## src/rtl/uart_pkg.sv

```systemverilog
// Shared UART types and defaults used by the receive and transmit paths.
package uart_pkg;

  localparam int unsigned RX_FIFO_DEPTH_DEFAULT = 16;

  typedef struct packed {
    logic       frame_err;
    logic       parity_err;
    logic [7:0] data;
  } rx_entry_t;

  function automatic rx_entry_t make_rx_entry(input logic [7:0] data, input logic parity_err,
                                              input logic frame_err);
    rx_entry_t entry;
    entry.frame_err  = frame_err;
    entry.parity_err = parity_err;
    entry.data       = data;
    return entry;
  endfunction

endpackage

```

## src/rtl/uart_fifo_sync.sv

```systemverilog
// Generic synchronous show-ahead FIFO; the head entry is read combinationally at rd_ptr.
module uart_fifo_sync #(
  parameter int unsigned WIDTH = 8,
  parameter int unsigned DEPTH = 16,
  localparam int unsigned AW = $clog2(DEPTH),
  localparam int unsigned LW = AW + 1
) (
  input  logic             i_clk,
  input  logic             i_nrst,
  input  logic             i_push,
  input  logic [WIDTH-1:0] i_wdata,
  input  logic             i_pop,
  input  logic             i_flush,
  output logic [WIDTH-1:0] o_rdata,
  output logic [LW-1:0]    o_level,
  output logic [LW-1:0]    o_level_next,
  output logic             o_full,
  output logic             o_empty
);

  logic [WIDTH-1:0] mem [DEPTH];
  logic [AW-1:0]    wr_ptr_q;
  logic [AW-1:0]    rd_ptr_q;
  logic [LW-1:0]    level_q;
  logic [LW-1:0]    level_d;
  logic             push_ok;
  logic             pop_ok;

  assign o_empty = (level_q == '0);
  assign o_full  = (level_q == LW'(DEPTH));
  assign pop_ok  = i_pop & ~o_empty;
  // A push into a full FIFO is only accepted when the head leaves on the same edge.
  assign push_ok = i_push & (~o_full | pop_ok);

  always_comb begin
    level_d = level_q;
    if (i_flush) begin
      level_d = '0;
    end else if (push_ok & ~pop_ok) begin
      level_d = level_q + LW'(1);
    end else if (pop_ok & ~push_ok) begin
      level_d = level_q - LW'(1);
    end
  end

  always_ff @(posedge i_clk or negedge i_nrst) begin
    if (!i_nrst) begin
      wr_ptr_q <= '0;
      rd_ptr_q <= '0;
      level_q  <= '0;
    end else if (i_flush) begin
      wr_ptr_q <= '0;
      rd_ptr_q <= '0;
      level_q  <= '0;
    end else begin
      if (push_ok) wr_ptr_q <= wr_ptr_q + AW'(1);
      if (pop_ok)  rd_ptr_q <= rd_ptr_q + AW'(1);
      level_q <= level_d;
    end
  end

  always_ff @(posedge i_clk) begin
    if (push_ok && !i_flush) mem[wr_ptr_q] <= i_wdata;
  end

  assign o_rdata      = o_empty ? '0 : mem[rd_ptr_q];
  assign o_level      = level_q;
  assign o_level_next = level_d;

endmodule

```

## src/rtl/uart_rx_buffer.sv

```systemverilog
// Receive buffer behind uart_rx: edge-detected capture into a show-ahead FIFO, sticky overflow
// and hysteretic RTS generation.
module uart_rx_buffer
  import uart_pkg::*;
#(
  parameter int unsigned DEPTH    = RX_FIFO_DEPTH_DEFAULT,
  parameter int unsigned RTS_HIGH = 12,
  parameter int unsigned RTS_LOW  = 4,
  localparam int unsigned LW = $clog2(DEPTH) + 1
) (
  input  logic          i_clk,
  input  logic          i_nrst,
  input  logic          i_rx_done,
  input  logic [8:0]    i_rx_word,
  input  logic          i_rx_parity_error,
  input  logic          i_rx_frame_error,
  input  logic          i_hw_flow_control_enable,
  input  logic          i_flush,
  input  logic          i_overflow_clear,
  input  logic          i_rd_ready,
  output logic          o_rd_valid,
  output logic [7:0]    o_rd_data,
  output logic          o_rd_parity_error,
  output logic          o_rd_frame_error,
  output logic [LW-1:0] o_level,
  output logic          o_empty,
  output logic          o_full,
  output logic          o_overflow,
  output logic          o_rts_n
);

  logic          done_q;
  logic          overflow_q;
  logic          rts_q;
  logic          rts_d;
  logic          push;
  logic          pop;
  logic          overflow_set;
  logic [LW-1:0] level_next;
  rx_entry_t     wr_entry;
  rx_entry_t     rd_entry;

  // done_q resets low so a done already high at reset release still yields one push.
  assign push     = i_rx_done & ~done_q;
  assign pop      = o_rd_valid & i_rd_ready;
  assign wr_entry = make_rx_entry(i_rx_word[7:0], i_rx_parity_error, i_rx_frame_error);

  uart_fifo_sync #(
    .WIDTH($bits(rx_entry_t)),
    .DEPTH(DEPTH)
  ) u_fifo (
    .i_clk       (i_clk),
    .i_nrst      (i_nrst),
    .i_push      (push),
    .i_wdata     (wr_entry),
    .i_pop       (pop),
    .i_flush     (i_flush),
    .o_rdata     (rd_entry),
    .o_level     (o_level),
    .o_level_next(level_next),
    .o_full      (o_full),
    .o_empty     (o_empty)
  );

  // A push discarded by a flush is not counted as a dropped character.
  assign overflow_set = push & o_full & ~pop & ~i_flush;

  always_comb begin
    rts_d = rts_q;
    if (!i_hw_flow_control_enable) begin
      rts_d = 1'b0;
    end else if (level_next >= LW'(RTS_HIGH)) begin
      rts_d = 1'b1;
    end else if (level_next <= LW'(RTS_LOW)) begin
      rts_d = 1'b0;
    end
  end

  always_ff @(posedge i_clk or negedge i_nrst) begin
    if (!i_nrst) begin
      done_q     <= 1'b0;
      overflow_q <= 1'b0;
      rts_q      <= 1'b1;
    end else begin
      done_q <= i_rx_done;
      rts_q  <= rts_d;
      if (overflow_set) begin
        overflow_q <= 1'b1;
      end else if (i_overflow_clear) begin
        overflow_q <= 1'b0;
      end
    end
  end

  assign o_rd_valid        = ~o_empty;
  assign o_rd_data         = rd_entry.data;
  assign o_rd_parity_error = rd_entry.parity_err;
  assign o_rd_frame_error  = rd_entry.frame_err;
  assign o_overflow        = overflow_q;
  assign o_rts_n           = rts_q;

endmodule

```

## config.mk

```make
export PLATFORM = sky130hd
export DESIGN_NAME = uart_rx_buffer
export DESIGN_NICKNAME = d
export VERILOG_FILES = /design/src/rtl/uart_pkg.sv /design/src/rtl/uart_fifo_sync.sv /design/src/rtl/uart_rx_buffer.sv
export SDC_FILE = /design/constraint.sdc
export NUM_CORES = 1
export LEC_CHECK = 0
export CELL_PAD_IN_SITES_DETAIL_PLACEMENT = 1
export CELL_PAD_IN_SITES_GLOBAL_PLACEMENT = 2
export CORE_UTILIZATION = 46
export DETAILED_ROUTE_END_ITERATION = 12
export PLACE_DENSITY_LB_ADDON = 0.12
export RECOVER_POWER = 25
export SYNTH_ARGS = -nofsm -noshare
export SYNTH_HDL_FRONTEND = slang
export SYNTH_SLANG_ARGS = --single-unit
```

## constraint.sdc

```tcl
create_clock -name i_clk -period 3.3 [get_ports i_clk]
set_input_delay 0.66 -clock i_clk [delete_from_list [all_inputs] [get_ports i_clk]]
set_output_delay 0.66 -clock i_clk [all_outputs]
set_load 0.03 [all_outputs]
```

Yosys cells after proc, flatten, opt, wreduce, memory -nomap -nowiden:

Memories as Yosys holds them, arrays and structs flattened.
Cells that the tools add are included.

* add/subtract/negate cells: 4
* multipliers: 0
* div/mod/pow operators: 0
* $lt $le $gt $ge: 2
* eq/ne operators: 2
* shift-type cells: 0
* muxes and demuxes: 16
* bitwise operators: 17
* reduce and logical (&&, ||, !) cells: 6

Operators with widths (count)
* 5-bit 2-to-1 mux: 4
* 4-bit 2-to-1 mux: 4
* 10-bit 2-to-1 mux: 1
* 1-bit AND: 9
* 4-bit by 1-bit adder with 4-bit output (second input constant): 2
* 1-bit 2-to-1 mux: 7
* 1-bit inverter: 7
* 2-bit nonzero test: 3
* 5-bit by 1-bit adder with 5-bit output (second input constant): 1
* 5-bit equality test (second input constant): 1
* 5-bit by 4-bit greater-or-equal comparator with 1-bit output (second input constant): 1
* 5-bit by 3-bit <= comparator with 1-bit output (second input constant): 1
* 5-bit zero test: 1
* 5-bit by 1-bit subtractor with 5-bit output (second input constant): 1
* 3-bit by 1-bit inequality test with 1-bit output (second input constant): 1
* 1-bit logical AND: 1
* 1-bit zero test: 1
* 1-bit OR: 1

* register bits after elaboration: 16
* bits in latches: 0
* bits in writable memories: 160
* memory bits (read-only): 0
* input bits: 18
* output and inout port bits: 20
* logic and storage cells: 54
* memories kept: 1

Memory list
* u_fifo.mem: words 16, width 10, rd ports 1, clocked after memory_dff 0, wr ports 1, RTL line uart_fifo_sync.sv:21 `logic [WIDTH-1:0] mem [DEPTH];`

Depth between registers and ports, before layout:

Gate-level depths: netlist (run 1).

* depth in word-level cells: 15
* depth in mapped cells: 10
* depth with buffers taken out: 9

Modules after synthesis:

From an unflattened synthesis (run 1), not the netlist that was laid out.

* cells, all modules: 380
* area total of the unflattened synthesis: 7363.3 sq um

Modules (own cells, without submodules)
* uart_fifo_sync: instances 1, cells an instance 366, area an instance 7219.4 sq um, seq. area each 5129.9 sq um
* uart_rx_buffer: instances 1, cells an instance 14, area an instance 143.9 sq um, seq. area each 76.3 sq um

Least setup slack after synthesis (run 1):

No wires, ideal clock.

* path type: reg-to-reg
* start: reg u_fifo.level_q[0], in the netlist u_fifo.o_level[0]
* end: mem u_fifo.mem[0][0] (netlist name) (enable)
* library setup time: 0.390 ns
* arrival: 2.585 ns
* data required time: 2.910 ns
* path slack: 0.325 ns
* cell stages (with the launch flop): 9
* path buffers: 1
* clock period less this slack: 2.975 ns
* cell sequence: dfrtp_1 inv_1 ha_1 or3b_1 clkbuf_1 nor2_1 nor3_1 nand2_1 nor3_1

* word-level cells in the longest chain between the ends: 9
* elaborated cells on any way between the ends: 11
* those cells by class: eq/ne: 1; mux: 2; bitwise: 6; reduce/logical: 2

Ends and longest elaborated chain
* start, declared: RTL line uart_fifo_sync.sv:24 `logic [LW-1:0] level_q;`
* start signal, assigned: RTL line uart_fifo_sync.sv:58 `level_q <= level_d;`
* 5-bit zero test: RTL line uart_fifo_sync.sv:29 `assign o_empty = (level_q == '0);`
* 1-bit inverter: RTL line uart_fifo_sync.sv:31, uart_rx_buffer.sv:95
* 1-bit AND: RTL line uart_rx_buffer.sv:45 `assign pop = o_rd_valid & i_rd_ready;`
* 1-bit AND: RTL line uart_fifo_sync.sv:31 `assign pop_ok = i_pop & ~o_empty;`
* 1-bit OR *: RTL line uart_fifo_sync.sv:33 `assign push_ok = i_push & (~o_full | pop_ok);`
* 1-bit AND *: RTL line uart_fifo_sync.sv:33
* 1-bit logical AND *: RTL line uart_fifo_sync.sv:63 `if (push_ok && !i_flush) mem[wr_ptr_q] <= i_wdata;`
* 1-bit 2-to-1 mux *: RTL line uart_fifo_sync.sv:63
* 1-bit 2-to-1 mux (implied by the code) *: RTL line uart_fifo_sync.sv:63
* end, declared: RTL line uart_fifo_sync.sv:21

Every way passes the cells marked *; elsewhere a longest branch is shown, timed or not.

Worst setup path in the final report (run 1):

* start: reg u_fifo.rd_ptr_q[0]
* end: out o_rd_data[3]

* word-level cells in the longest chain between the ends: 2

Ends and longest elaborated chain
* start, declared: RTL line uart_fifo_sync.sv:23 `logic [AW-1:0] rd_ptr_q;`
* start signal, assigned: RTL line uart_fifo_sync.sv:57 `if (pop_ok) rd_ptr_q <= rd_ptr_q + AW'(1);`
* memory 16 x 10 bit
* 10-bit 2-to-1 mux: RTL line uart_fifo_sync.sv:66 `assign o_rdata = o_empty ? '0 : mem[rd_ptr_q];`
* end, declared: RTL line uart_rx_buffer.sv:22 `output logic [7:0] o_rd_data,`

No other way between the ends.

==> results.tsv, run 1 <==
metric	value	unit
pwr-share-comb	26.5	%
synth.most_common_cell	edfxtp_1	
synth-compound-area-share	2.03	%
drt_pass1_iterations	4	
p_leak	2.92	nW
pwr-share-seq	41.0	%
synthFlopType	edfxtp_1	
cts.path.max_buffers	2	
crit_type	reg -> out	
worstMarginPinSlew	0.825	ns
yosysTopAreaCell	edfxtp_1	
fin_util	56.6	%
dp_hpwl	9890	um
portBuffers	36	
layout_min_cycle_time	3.25	ns
start_util	47.0	%
synth.area.mux_share	16.1	%
synthTopCellsByCount	160 x edfxtp_1, 50 x mux4_2, 27 x nor2_1	
switching_power	0.00169	W
hold_viol	0	
synthesis.instances	362	
wl	15900	um
arrival	2.59	ns
start_kind	flip-flop	
dpl.cell_count	600	
synth-async-reset-ratio	9.09	%
numCtsBuffers	17	
maxSlewViolCount	0	
slew_headroom	44.8	%
drc	0	
critical_path.max_fanout	6	
status	completed	
ir_worst_vdd	0.379	mV
antenna_found_initial	0	
hp-class	reg -> reg	
grt_pass1_wl	24700	um
yosys.area_share.adder	1.22	%
internal_power	0.00445	W
grt_max_degree	29	
cap_violations	0	
layout-drive-gt1-share	30.1	%
ios	38	
htreeDepth	4	
pre_cts_ws	0.139	ns
cp_data_required_time	2.64	ns
ys_ff_latch	176	
synth_area_leaders	edfxtp_1 67%, mux4_2 16%, dfrtp_1 5.2%	
path_clk_slew	0.06	ns
syn_to_final_growth	20.4	%
final_nets	461	
power	0.00614	W
dpl-instance-area	7980	um2
diodes	0	
wire_per_inst	25.0	um
power_density	713	nW/um2
vias_per_cell	5.77	
overflow	0	
die_x	127	um
cp-end-kind	primary output	
fill_cells	1351	
ant_nets	0	
core_area	15200	um2
swShare	27.5	%
synth-edff-count	160	
ctsHoldBuffers	0	
synth-seq-area-share	72.8	%
synthXorXnorAreaFrac	0.735	%
synth-warning-count	0	
synth_nets	387	
cts_root_buffer	clkbuf_16	
grt_usage	22.0	%
skew	0.00579	ns
gp_congestion	0.743	
rsz0062_at_grt	yes	
cts_tree	yes	
grt_pass1_vias	4043	
synthDominantCellAreaShare	67.2	%
synth_cell_types	43	
vias	3673	
clock_latency	0.42	ns
fmax	0.307	GHz
postSynthAreaPerCell	19.8	um2
rows	45	
cts_sinks	176	
die_height	127	um
yosys.area_share.simple	5.48	%
die-area	16100	um2
fin_ws	0.0470	ns
fin_area	8610	um2
synth_top_family_by_area	multiplexers	
drt_iter0_drc	301	
power_frac_clock	32.5	%
synth.cell_area	7150	um2
finalSetupViolCount	0	
stdcell_count	637	
fin_crit_sh	98.6	%
[power by group through the flow]
stage | Clock [W] | Combinational, W | Sequential, W
floorplan | 0 | 0.00103 | 0.00258
global placement | 0 | 0.00156 | 0.00258
detailed placement | 0 | 0.00157 | 0.00258
CTS | 0.00203 | 0.00167 | 0.00252
global route | 0.00212 | 0.00175 | 0.00252
finish | 0.00199 | 0.00163 | 0.00252
[critical path, stage by stage (launching register included)]
cell       delay [ns]
dfrtp_2          0.38
buf_4            0.14
bufbuf_16        0.27
mux4_2           0.54
mux4_2           0.50
and2_1           0.17
buf_2            0.17
[through the flow]
step	TNS (ns)	hold slack (ns)
2_1_floorplan	0	0.364
3_3_place_gp	0	0.474
6_report	0	0.500
4_1_cts	-0.111	0.502
5_1_grt	-0.0143	0.522
3_5_place_dp	0	0.478
[sequential cells by signal, indices dropped and copies added (netlist names)]
| register | flops |
|---|---|
| o_rts_n | 1 |
| o_overflow | 1 |
| u_fifo.mem | 160 |
| done_q | 1 |
| u_fifo.o_level | 5 |
| u_fifo.wr_ptr_q | 4 |
| u_fifo.rd_ptr_q | 4 |
[final timing paths]
check | depth (start not counted) | slack, ns | start | end
setup / recovery | 6 | 0.05 | u_fifo.rd_ptr_q[0]$_DFFE_PN0P_ | o_rd_data[3]
hold / removal | 2 | 0.50 | o_overflow$_DFFE_PN0P_ | o_overflow$_DFFE_PN0P_
setup reg to reg | 8 | 0.52 | u_fifo.o_level[0]$_DFF_PN0_ | u_fifo.mem[1][9]$_DFFE_PP_
hold reg to reg | 2 | 0.50 | o_overflow$_DFFE_PN0P_ | o_overflow$_DFFE_PN0P_
max in group asynchronous | 1 | 1.95 | i_nrst | u_fifo.rd_ptr_q[0]$_DFFE_PN0P_
min in group asynchronous | 1 | 0.78 | i_nrst | u_fifo.o_level[3]$_DFF_PN0_
[area by class of cell]
type | instances | area [um2] | share of cell area, %
clock inverter | 12 | 143 | 1.66
clock buffer | 20 | 437 | 5.07
sequential | 176 | 5210 | 60.5
inverter | 9 | 33.8 | 0.392
timing repair buffer | 73 | 707 | 8.21
tap | 188 | 235 | 2.73
multi-input combinational | 159 | 1850 | 21.5
[cells in the final DEF (no fill, tap or decap), types with 8 or more instances in the layout]
cell type,synthesis,routed
edfxtp_1,160,160
clkdlybuf4s50_1,0,17
nor2_1,27,27
buf_4,1,30
and2_1,11,11
inv_1,8,8
nand2_1,10,10
clkbuf_16,0,17
dfrtp_1,15,14
mux4_2,50,50
[logic make-up after synthesis]
logic type	Yosys count
compound gates	18
xor+xnor	6
fa+ha+maj	7
buf+inv	27
flops	176
mux	52
simple gates	76
[layer usage]
| layer | track usage (%) | up-vias | wire length (um) |
|---|---|---|---|
| met1 | 31.1 | 1971 | 7220 |
| met5 | 0 | - | 0 |
| met3 | 4.85 | 13 | 660 |
| li1 | - | 1608 | - |
| met2 | 34.3 | 81 | 7820 |
| met4 | 7.42 | 0 | 197 |
[timing repair]
item / in CTS / in global routing
gates cloned: 2 / 0
setup endpoints to repair: 11 / 8
resized for setup: 30 / 13
pin swaps: 0 / 0
setup buffers: 3 / 0
No activity file was read; power rests on OpenSTA's default activity.
==> inputs of run 2 (changes only) <==
--- a/config.mk
+++ b/config.mk
@@ -7,6 +7,7 @@
 export LEC_CHECK = 0
 export CELL_PAD_IN_SITES_DETAIL_PLACEMENT = 1
 export CELL_PAD_IN_SITES_GLOBAL_PLACEMENT = 2
+export CORE_MARGIN = 2
 export CORE_UTILIZATION = 46
 export DETAILED_ROUTE_END_ITERATION = 12
 export PLACE_DENSITY_LB_ADDON = 0.12
@@ -14,3 +15,4 @@
 export SYNTH_ARGS = -nofsm -noshare
 export SYNTH_HDL_FRONTEND = slang
 export SYNTH_SLANG_ARGS = --single-unit
+export TNS_END_PERCENT = 10
==> results.tsv, run 2 (same netlist as run 1, synthesis figures left out) <==
metric	value	unit	change
core_area	15200	um2	unchanged
path_clk_slew	0.06	ns	about the same
p_leak	2.89	nW	was 2.92 nW
top_register	u_fifo.mem		unchanged
arrival	2.59	ns	about the same
wl	15800	um	was 15900 um
ir_worst_vdd	0.347	mV	was 0.379 mV
vias	3637		was 3673
critical_path.max_fanout	12		was 6
fin_crit_sh	98.6	%	about the same
final_nets	458		was 461
layout_common_cells	160 x edfxtp_1, 50 x mux4_2, 27 x nor2_1, 26 x buf_4, 20 x clkbuf_16		was 160 x edfxtp_1, 50 x mux4_2, 30 x buf_4, 27 x nor2_1
die_height	129	um	was 127 um
portBuffers	36		unchanged
maxSlewViolCount	0		unchanged
start_kind	flip-flop		unchanged
skew	0.00829	ns	was 0.00579 ns
grt_pass1_vias	3944		was 4043
clock_latency	0.43	ns	was 0.42 ns
cts.path.max_buffers	2		unchanged
start_util	47.0	%	unchanged
stdcell_count	633		was 637
rsz0062_at_grt	yes		unchanged
power_density	712	nW/um2	was 713 nW/um2
cts_root_buffer	clkbuf_16		unchanged
grt_max_degree	25		was 29
die-area	16600	um2	was 16100 um2
htreeDepth	4		unchanged
fmax	0.307	GHz	about the same
drt_iter0_drc	306		was 301
syn_to_final_growth	20.3	%	was 20.4%
dp_hpwl	9470	um	was 9890 um
finalSetupViolCount	0		unchanged
layout_min_cycle_time	3.25	ns	about the same
rows	45		unchanged
ctsHoldBuffers	0		unchanged
cap_violations	0		unchanged
fin_util	56.6	%	about the same
cp_data_required_time	2.64	ns	about the same
ff_latch_area	5210	um2	about the same
antenna_found_initial	0		unchanged
overflow	0		unchanged
busiest_layer	met2		unchanged
pre_cts_ws	0.174	ns	was 0.139 ns
grt_util_met2	32.5	%	was 34.3%
cts_tree	yes		unchanged
vias_per_cell	5.75		was 5.77
status	completed		unchanged
grt_pass1_wl	24000	um	was 24700 um
numCtsBuffers	17		unchanged
fill_cells	1391		was 1351
drc	0		unchanged
met3_usage	3.66	%	was 4.85%
layout-drive-gt1-share	29.9	%	was 30.1%
hp-class	reg -> reg		unchanged
met1_usage	28.3	%	was 31.1%
power	0.00612	W	was 0.00614 W
slew_headroom	44.9	%	was 44.8%
multiInputGateArea	1850	um2	unchanged
cts_sinks	176		unchanged
cp-end-kind	primary output		unchanged
crit_type	reg -> out		unchanged
wire_per_inst	25.0	um	about the same
grt_usage	20.5	%	was 22.0%
diodes	0		unchanged
hold_viol	0		unchanged
drt_pass1_iterations	4		unchanged
ios	38		unchanged
final_common_cell	edfxtp_1		unchanged
largest_reg_flops	160		unchanged
fin_ws	0.0472	ns	was 0.0470 ns
die_x	129	um	was 127 um
ant_nets	0		unchanged
dpl.cell_count	598		was 600
worstMarginPinSlew	0.823	ns	was 0.825 ns
gp_congestion	0.732		was 0.743
run 2: changes by cell type in the layout (fill, tap and decap cells not counted), moves of 2 or more:
cell	change
buf_2	-6
buf_4	-4
bufbuf_16	-2
clkbuf_1	-2
clkbuf_16	+3
clkbuf_2	+4
clkdlybuf4s15_2	+3
clkinv_1	+2
clkinvlp_4	-3
run 2: path summary, 6_finish.rpt:
path                                                start                        endpoint  slack, ns  cells past startpoint
setup / recovery           u_fifo.rd_ptr_q[0]$_DFFE_PN0P_                    o_rd_data[6]       0.05                      6
min in group asynchronous                          i_nrst     u_fifo.o_level[1]$_DFF_PN0_       0.77                      1
hold reg to reg                    o_overflow$_DFFE_PN0P_          o_overflow$_DFFE_PN0P_       0.51                      2
hold / removal                     o_overflow$_DFFE_PN0P_          o_overflow$_DFFE_PN0P_       0.51                      2
max in group asynchronous                          i_nrst  u_fifo.rd_ptr_q[0]$_DFFE_PN0P_       1.96                      1
setup reg to reg              u_fifo.o_level[0]$_DFF_PN0_             o_rts_n$_DFFE_PN1P_       0.59                     10
run 2: timing repair:
item	4_1_cts	5_1_grt
setup endpoints to repair	11	10
gates cloned	0	3
setup buffers	0	1
resized for setup	19	13
run 2: power breakdown:
group / internal [W] / switching, W / total, W
logic: 0.000781 / 0.000828 / 0.00161
registers: 0.00247 / 0.0000551 / 0.00252
clock network: 0.00117 / 0.000817 / 0.00199
run 2: per-stage QoR:
step / instance area [um2] / hold slack [ns] / TNS [ns]
after global routing: 8600 / 0.590 / -0.0726
final: 8600 / 0.510 / 0
after global placement: 7960 / 0.486 / 0
after detailed placement: 7960 / 0.495 / 0
after floorplan: 7150 / 0.364 / 0
after CTS: 8530 / 0.522 / 0
run 2: worst max-delay path: stages, from the launching register on:
cell             delay, ns
dfrtp_2               0.37
buf_12                0.14
buf_12                0.17
mux4_2                0.54
mux4_2                0.49
and2_1                0.17
clkdlybuf4s15_2       0.27
run 2: metal layers:
metal | routed length [um] | share of wire [%]
met1 | 7130 | 45
met2 | 7800 | 49
met3 | 503 | 3.2
met4 | 375 | 2.4
met5 | 0 | 0
run 2: layout make-up:
type / instances / share of cell area [%]
Clock buffer: 18 / 4.99
Sequential cell: 176 / 60.6
Timing Repair Buffer: 70 / 8.15
Clock inverter: 13 / 1.69
Inverter: 9 / 0.393
Tap cell: 188 / 2.73
Multi-Input combinational cell: 159 / 21.5
==> inputs of run 3 (changes only) <==
--- a/config.mk
+++ b/config.mk
@@ -5,6 +5,7 @@
 export SDC_FILE = /design/constraint.sdc
 export NUM_CORES = 1
 export LEC_CHECK = 0
+export CAP_MARGIN = 10
 export CELL_PAD_IN_SITES_DETAIL_PLACEMENT = 1
 export CELL_PAD_IN_SITES_GLOBAL_PLACEMENT = 2
 export CORE_MARGIN = 2
==> results of run 3 <==
Same layout as run 2: the final DEF is identical, and so are final timing and power.
